===== config.mk =====
export PLATFORM = sky130hd
export DESIGN_NAME = imem_loader_flat
export DESIGN_NICKNAME = d
export VERILOG_FILES = /design/src/rtl/imem_loader_if.sv /design/src/rtl/imem_loader.sv /design/src/flat_wrapper.sv
export SDC_FILE = /design/constraint.sdc
export NUM_CORES = 1
export LEC_CHECK = 0
export BUFFER_PORTS_ARGS = -buffer_cell sky130_fd_sc_hd__buf_2
export CAP_MARGIN = 10
export CORE_MARGIN = 5
export CORE_UTILIZATION = 45
export CTS_BUF_LIST = sky130_fd_sc_hd__clkbuf_8
export DETAILED_ROUTE_END_ITERATION = 16
export GPL_TIMING_DRIVEN = 0
export HOLD_SLACK_MARGIN = 0.03
export PLACE_DENSITY = 0.66
export SLEW_MARGIN = 15
export SYNTH_ARGS = -nofsm -noshare
export SYNTH_HDL_FRONTEND = slang
export SYNTH_SLANG_ARGS = --single-unit

===== constraint.sdc =====
create_clock -name clk -period 3.33 [get_ports clk]
set_input_delay 0 -clock clk [delete_from_list [all_inputs] [get_ports clk]]
set_output_delay 0 -clock clk [all_outputs]
set_load 0.02 [all_outputs]

===== src/rtl/imem_loader_if.sv =====
`default_nettype none
// =====================================================================
// imem_loader_if : loader stream input and instruction-memory write port
// Rev 1.0
// =====================================================================
interface imem_loader_if #(
  parameter int ADDR_W = 8
);
  logic              in_valid;
  logic [31:0]       in_data;
  logic              in_ready;
  logic              imem_we;
  logic [ADDR_W-1:0] imem_addr;
  logic [31:0]       imem_wdata;

  // master: the stream source that also observes the memory writes
  modport master (
    output in_valid, in_data,
    input  in_ready, imem_we, imem_addr, imem_wdata
  );

  // slave: the loader
  modport slave (
    input  in_valid, in_data,
    output in_ready, imem_we, imem_addr, imem_wdata
  );
endinterface
`default_nettype wire


===== src/rtl/imem_loader.sv =====
`default_nettype none
// =====================================================================
// imem_loader : boot loader streaming length/words/checksum into imem,
//               holding the core in reset until a verified load completes
// Rev 1.0
// =====================================================================
module imem_loader #(
  parameter int DEPTH  = 256,
  parameter int ADDR_W = 8
) (
  input  logic            clk,
  input  logic            rst,
  input  logic            start,
  imem_loader_if.slave    bus,
  output logic            core_rst,
  output logic            busy,
  output logic            done,
  output logic            error,
  output logic [ADDR_W:0] word_count
);

  localparam logic [2:0] S_IDLE  = 3'd0;
  localparam logic [2:0] S_LEN   = 3'd1;
  localparam logic [2:0] S_LOAD  = 3'd2;
  localparam logic [2:0] S_CHECK = 3'd3;
  localparam logic [2:0] S_DONE  = 3'd4;
  localparam logic [2:0] S_ERROR = 3'd5;

  localparam logic [31:0]       c_depth    = 32'(DEPTH);
  localparam logic [ADDR_W:0]   c_cnt_one  = (ADDR_W+1)'(1);
  localparam logic [ADDR_W-1:0] c_addr_one = ADDR_W'(1);

  logic [2:0]        r_state;
  logic [2:0]        w_state_next;
  logic              r_in_ready;
  logic              r_imem_we;
  logic [ADDR_W-1:0] r_imem_addr;
  logic [31:0]       r_imem_wdata;
  logic              r_core_rst;
  logic              r_busy;
  logic              r_done;
  logic              r_error;
  logic [ADDR_W:0]   r_word_count;
  logic [31:0]       r_checksum;
  logic [ADDR_W:0]   r_remaining;
  logic [ADDR_W-1:0] r_addr;

  logic w_accept;
  logic w_launch;
  logic w_streaming;

  assign w_accept = bus.in_valid && r_in_ready;
  assign w_launch = start &&
                    ((r_state == S_IDLE) || (r_state == S_DONE) || (r_state == S_ERROR));

  always_comb begin
    w_state_next = r_state;
    case (r_state)
      S_IDLE, S_DONE, S_ERROR: begin
        if (start) w_state_next = S_LEN;
      end
      S_LEN: begin
        if (w_accept) begin
          if (bus.in_data > c_depth)  w_state_next = S_ERROR;
          else if (bus.in_data == '0) w_state_next = S_CHECK;
          else                        w_state_next = S_LOAD;
        end
      end
      S_LOAD: begin
        if (w_accept && (r_remaining == c_cnt_one)) w_state_next = S_CHECK;
      end
      S_CHECK: begin
        if (w_accept) w_state_next = (bus.in_data == r_checksum) ? S_DONE : S_ERROR;
      end
      default: w_state_next = S_IDLE;
    endcase
  end

  // Status flags are derived from the next state so they move on the transition edge
  assign w_streaming = (w_state_next == S_LEN) || (w_state_next == S_LOAD) ||
                       (w_state_next == S_CHECK);

  always_ff @(posedge clk) begin
    if (!rst) begin
      r_state      <= S_IDLE;
      r_in_ready   <= 1'b0;
      r_imem_we    <= 1'b0;
      r_imem_addr  <= '0;
      r_imem_wdata <= '0;
      r_core_rst   <= 1'b1;
      r_busy       <= 1'b0;
      r_done       <= 1'b0;
      r_error      <= 1'b0;
      r_word_count <= '0;
      r_checksum   <= '0;
      r_remaining  <= '0;
      r_addr       <= '0;
    end else begin
      r_state    <= w_state_next;
      r_in_ready <= w_streaming;
      r_busy     <= w_streaming;
      r_done     <= (w_state_next == S_DONE);
      r_error    <= (w_state_next == S_ERROR);
      r_core_rst <= (w_state_next != S_DONE);
      r_imem_we  <= 1'b0;

      if (w_launch) begin
        r_word_count <= '0;
        r_checksum   <= '0;
        r_remaining  <= '0;
        r_addr       <= '0;
      end

      if (w_accept && (r_state == S_LEN) && (w_state_next == S_LOAD)) begin
        r_remaining <= bus.in_data[ADDR_W:0];
      end

      if (w_accept && (r_state == S_LOAD)) begin
        r_checksum   <= r_checksum + bus.in_data;
        r_remaining  <= r_remaining - c_cnt_one;
        r_imem_we    <= 1'b1;
        r_imem_addr  <= r_addr;
        r_imem_wdata <= bus.in_data;
        r_addr       <= r_addr + c_addr_one;
        r_word_count <= r_word_count + c_cnt_one;
      end
    end
  end

  assign bus.in_ready   = r_in_ready;
  assign bus.imem_we    = r_imem_we;
  assign bus.imem_addr  = r_imem_addr;
  assign bus.imem_wdata = r_imem_wdata;
  assign core_rst       = r_core_rst;
  assign busy           = r_busy;
  assign done           = r_done;
  assign error          = r_error;
  assign word_count     = r_word_count;

endmodule
`default_nettype wire


===== src/flat_wrapper.sv =====
// flat-port wrapper written by rule: the top's interface ports become plain ports
module imem_loader_flat 
#(
  parameter int DEPTH  = 256,
  parameter int ADDR_W = 8
)
  (clk, rst, start, core_rst, busy, done, error, word_count, bus_in_valid, bus_in_data, bus_in_ready, bus_imem_we, bus_imem_addr, bus_imem_wdata);
  imem_loader_if #(.ADDR_W(ADDR_W)) bus_i ();
  input  logic clk;
  input  logic rst;
  input  logic start;
  output logic core_rst;
  output logic busy;
  output logic done;
  output logic error;
  output logic [ADDR_W:0] word_count;
  input wire logic [$bits(bus_i.in_valid)-1:0] bus_in_valid;
  input wire logic [$bits(bus_i.in_data)-1:0] bus_in_data;
  output wire logic [$bits(bus_i.in_ready)-1:0] bus_in_ready;
  output wire logic [$bits(bus_i.imem_we)-1:0] bus_imem_we;
  output wire logic [$bits(bus_i.imem_addr)-1:0] bus_imem_addr;
  output wire logic [$bits(bus_i.imem_wdata)-1:0] bus_imem_wdata;
  assign bus_i.in_valid = bus_in_valid;
  assign bus_i.in_data = bus_in_data;
  assign bus_in_ready = bus_i.in_ready;
  assign bus_imem_we = bus_i.imem_we;
  assign bus_imem_addr = bus_i.imem_addr;
  assign bus_imem_wdata = bus_i.imem_wdata;
  imem_loader #(.DEPTH(DEPTH), .ADDR_W(ADDR_W)) u_core (.clk(clk), .rst(rst), .start(start), .bus(bus_i), .core_rst(core_rst), .busy(busy), .done(done), .error(error), .word_count(word_count));
endmodule

# ---- Word level (Yosys, flattened, before mapping)
# Index checks and enable logic that the tools add are counted.
dict set report classes {
  addsub 4
  magnitude_cmp 1
  eq_ne 13
  mux 17
  reduce_logical 15
}
# op n
set ops {}
lappend ops {{$mux W32} 2}
lappend ops {{$mux W9} 4}
lappend ops {{$add A32 B32 Y32} 1}
lappend ops {{$eq A32 B32 Y1} 1}
lappend ops {{$gt A32 B9 Y1 const B} 1}
lappend ops {{$logic_not A32 Y1} 1}
lappend ops {{$mux W8} 2}
lappend ops {{$mux W3} 5}
lappend ops {{$eq A3 B2 Y1 const B} 4}
lappend ops {{$eq A3 B3 Y1 const B} 4}
lappend ops {{$pmux W3 S4} 1}
lappend ops {{$add A9 B1 Y9 const B} 1}
lappend ops {{$eq A9 B1 Y1 const B} 1}
lappend ops {{$sub A9 B1 Y9 const B} 1}
lappend ops {{$add A8 B1 Y8 const B} 1}
lappend ops {{$eq A3 B1 Y1 const B} 2}
lappend ops {{$logic_and A1 B1 Y1} 6}
lappend ops {{$logic_or A1 B1 Y1} 4}
lappend ops {{$logic_not A3 Y1} 1}
lappend ops {{$mux W1} 3}
lappend ops {{$ne A3 B3 Y1 const B} 1}
lappend ops {{$reduce_bool A3 Y1} 1}
lappend ops {{$reduce_or A3 Y1} 1}
lappend ops {{$reduce_bool A2 Y1} 1}
dict set report word_totals {
  reg_bits 106
  out_inout_bits 55
  elab_cells 62
}

# ---- Longest topological paths before layout
dict set report depth {
  ltp_word 9
  ltp_mapped 11
}

# ---- Least setup slack after synthesis
# OpenSTA, ideal clock, no wires.
dict set report synth_path {
  path_kind {reg-to-reg}
  from {register u_core.r_checksum[0]}
  to {register u_core.r_checksum[20]}
  setup_time_ns 0.125
  arrival_ns 2.529
  required_time_ns 3.205
  path_slack_ns 0.676
  path_stages_with_launch 12
  path_buffers 0
  cell_sequence {dfxtp_1 -> ha_1 -> fa_1 -> a211o_1 -> a21oi_1 -> o21ai_1 -> a31o_1 -> a21o_1 -> a21o_1 -> a31oi_1 -> xor2_1 -> o21ai_1}
}
dict set report synth_via {
  elab_chain_len 2
}
# element line_no
set synth_rtl {}
lappend synth_rtl {{start: declaration} imem_loader.sv:44} ;# logic [31:0] r_checksum;
lappend synth_rtl {{start signal: assignment} imem_loader.sv:119} ;# r_checksum <= r_checksum + bus.in_data;
lappend synth_rtl {{$add A32 B32 Y32} imem_loader.sv:119}
lappend synth_rtl {{$mux W32} imem_loader.sv:118} ;# if (w_accept && (r_state == S_LOAD)) begin
# Every way passes these cells.
# A chain may end at the register's enable or synchronous reset.

# ---- Worst setup path after layout
dict set report layout_path {
  from {register u_core.r_checksum[0]}
  to {register u_core.r_checksum[30]}
}
# Same word-level chain as after synthesis.

==> summary.txt <==
Placed design
  • I/O Buffers: 90
  • HPWL after DPL: 12670 um
  • Final GP Congestion: 0.9226
  • Dpl cells: 1006

Floorplan
  • Die W: 123.5 um
  • Row cnt: 41
  • Initial Util: 0.4593
  • Die area: 15250 um^2
  • Die height: 123.5 um
  • Number of top-level pins: 91
  • Core area: 12620 um^2

GRT
  • GRT overflow: 0
  • Vias in the first global route: 5686
  • Initial antenna violation count: 0
  • Total GRT Usage: 0.2312
  • Largest net degree at the start of global routing: 19
  • First-pass GRT wire length: 27740 um

Worst setup path
  • Critical path class: reg -> reg
  • Crit start category: register
  • CP endpoint kind: register
  • Arrival @ worst endpoint: 3390 ps
  • Worst-path fanout max: 4
  • R2r setup slk: 250 ps
  • Worst EP required: 3640 ps

Timing
  • Final Hold Viols: 0
  • Tcrit/Tclk final: 0.9249
  • Clk_skew: 19.25 ps
  • Post-layout minimum cycle time: 3080 ps
  • Unrepaired setup endpoints after global routing: false
  • Max Fclk: 324.7 MHz
  • Slew Limit Fails: 0
  • Setup TNS: 0 ps
  • Worst rel slew slack: 0.5238
  • Tightest Pin Transition: 714.3 ps
  • Setup Viol. Count Final: 0

Cells and area
  • Commonest non-fill, non-tap cell in the layout: nand2_1
  • Area Growth Syn to Fin: 21.07%
  • Final instance count without filler cells: 1055
  • # nets final: 950
  • Area of the multi-input gates: 3420 um^2
  • Fillers: 1231
  • Antenna diodes: 0
  • Register area: 2122 um^2
  • Most frequent cells in the layout: nand2_1, a21oi_1, dfxtp_1
  • Layout cell share with drive strength beyond 1: 0.1472

Routing
  • Antenna viol nets, final: 0
  • Via count: 5860
  • Avg Vias per Cell: 5.555
  • DRC Markers: 0
  • Total wire length: 17150 um
  • DR iter-0 viols: 412
  • Total iterations of the first detailed-routing run: 6
  • Wire per inst: 16.25 um

Logic synthesis
  • Seq cells post-synth: 106
  • Syn. warnings: 0
  • Syn_area_per_cell: 7.791 um^2
  • Post-Syn Instances: 744
  • Post-synthesis cell area: 5797 um^2
  • FFs w/ async S/R, synth: 0
  • EDFF count, synth: 0
  • Synth unique cells: 65
  • Sequential-to-total area share from yosys stat: 0.3661
  • Ys flop type: dfxtp_1
  • Mapped Nets: 816

Clock network
  • CTS tree: built
  • CTS sink cnt: 106
  • Clk_lat worst skew: 410 ps
  • Max Root-Sink Buffers: 2
  • CTS Buf Count: 9
  • CTS HTree Levels: 3
  • Root Buffer Master: clkbuf_8
  • Clock transition at path regs: 110 ps

Worst hold path
  • Hold Path Class: in -> reg

Power
  • PwrDens: 352.1 nW/um^2
  • Final Total Pwr: 0.002471 W
  • Worst vdd ir: 0.2695 mV
  • Leakage: 2.938 nW

Run
  • Max-cap violations: 0

Outcome
  • Outcome: finished clean
==> where the power goes <==
| part | total (W) | switching (W) | internal [W] | leakage [nW] |
|---|---|---|---|---|
| combinational | 0.000257 | 0.000152 | 0.000105 | 1.97 |
| clock | 0.000931 | 0.000500 | 0.000431 | 0.112 |
| sequential | 0.00128 | 0.00000835 | 0.00127 | 0.855 |
| total | 0.00247 | 0.000660 | 0.00181 | 2.94 |
==> cells by family (layout without fill, tap and decap cells) <==
kind of cell / after synthesis / after routing / share of synthesized area
flip-flops: 106 / 106 / 0.3661
buffers and inverters: 59 / 198 / 0.04403
XOR/XNOR: 38 / 38 / 0.05741
adder cells (fa/ha/maj): 36 / 36 / 0.07900
AND/OR/NAND/NOR: 286 / 286 / 0.2290
multiplexers: 3 / 3 / 0.005396
AO/OA/AOI/OAI: 216 / 216 / 0.2191
==> worst paths after layout <==
kind | endpoint | from | cells after the start
setup / recovery | u_core.r_checksum[30]$_SDFFE_PN0P_ | u_core.r_checksum[0]$_SDFFE_PN0P_ | 11
hold / removal | u_core.r_state[2]$_SDFF_PN0_ | start | 4
setup reg to reg | u_core.r_checksum[30]$_SDFFE_PN0P_ | u_core.r_checksum[0]$_SDFFE_PN0P_ | 11
hold reg to reg | u_core.bus.imem_wdata[15]$_SDFFE_PN0P_ | u_core.bus.imem_wdata[15]$_SDFFE_PN0P_ | 2
==> flip-flops by register name, indices dropped and copies added (netlist names) <==
signal,cells
u_core.r_addr,8
u_core.busy,1
u_core.error,1
u_core.r_remaining,9
u_core.done,1
u_core.r_checksum,32
u_core.word_count,9
u_core.bus.imem_addr,8
u_core.core_rst,1
u_core.r_state,3
u_core.bus.imem_wdata,32
u_core.bus.imem_we,1
==> through the flow <==
stage	instance area, um^2	hold slack, ps	utilization	setup slack, ps
2_1_floorplan	5797	136.0	-	675.8
5_1_grt	7018	90.74	0.5561	63.76
3_5_place_dp	6462	279.6	0.5121	314.2
6_report	7018	73.43	0.5561	250.2
4_1_cts	7018	56.66	0.5561	291.1
3_3_place_gp	6462	270.9	0.5121	390.8
==> timing repair <==
item | CTS | global route
gates resized for setup | 0 | 0
endpoints found under the hold margin | 44 | 0
buffers inserted | 0 | 0
hold buffers | 33 | 0
==> per-layer routing <==
metal / global-route usage / vias up / share of wire
met3: 0.04666 / 17 / 0.055
met4: 0.06505 / 0 / 0.013
met2: 0.4037 / 163 / 0.49
li1: - / 2885 / -
met1: 0.2887 / 2795 / 0.44
met5: 0 / - / 0
==> worst max-delay path: stages, from the launching register on <==
cell and delay [ps]:
dfxtp_1 330, ha_1 220, fa_1 440, a211o_1 330, a21oi_1 240, o21ai_1 200
nand4_1 140, o211ai_1 140, o41ai_2 360, o21ai_0 210, xor2_1 180, a22o_1 180
==> cell type report <==
| cell class | instances | share of cell area |
|---|---|---|
| well taps | 172 | 0.03066 |
| clock buffers | 9 | 0.01765 |
| plain buffers | 43 | 0.02781 |
| flip-flops and latches | 106 | 0.3024 |
| inverters | 16 | 0.008558 |
| multi-input cells | 579 | 0.4873 |
| repair buffers | 123 | 0.1112 |
| clock inverters | 7 | 0.01444 |
==> synth_stat cells (3+ instances only) <==
cell type / count / area, um^2
nor3_1: 3 / 15.01
o21ai_1: 7 / 35.03
dfxtp_1: 106 / 2122
nand4_1: 8 / 50.05
xor2_1: 18 / 157.7
buf_4: 4 / 30.03
a21oi_1: 108 / 540.5
and2_1: 5 / 31.28
xnor2_1: 20 / 175.2
ha_1: 35 / 437.9
nor2_1: 36 / 135.1
o211ai_1: 3 / 22.52
nand3b_1: 4 / 30.03
nor2b_1: 3 / 18.77
nand2_1: 143 / 536.8
clkbuf_1: 31 / 116.4
a21o_1: 16 / 120.1
inv_1: 16 / 60.06
o21a_1: 7 / 52.55
o21ai_0: 42 / 210.2
and3_1: 12 / 75.07
a31oi_1: 3 / 18.77
nor4_1: 17 / 106.4
o31ai_1: 3 / 22.52
buf_1: 3 / 11.26
or3_1: 5 / 31.28
nand3_1: 36 / 180.2
No activity file was read; power rests on OpenSTA's default activity.
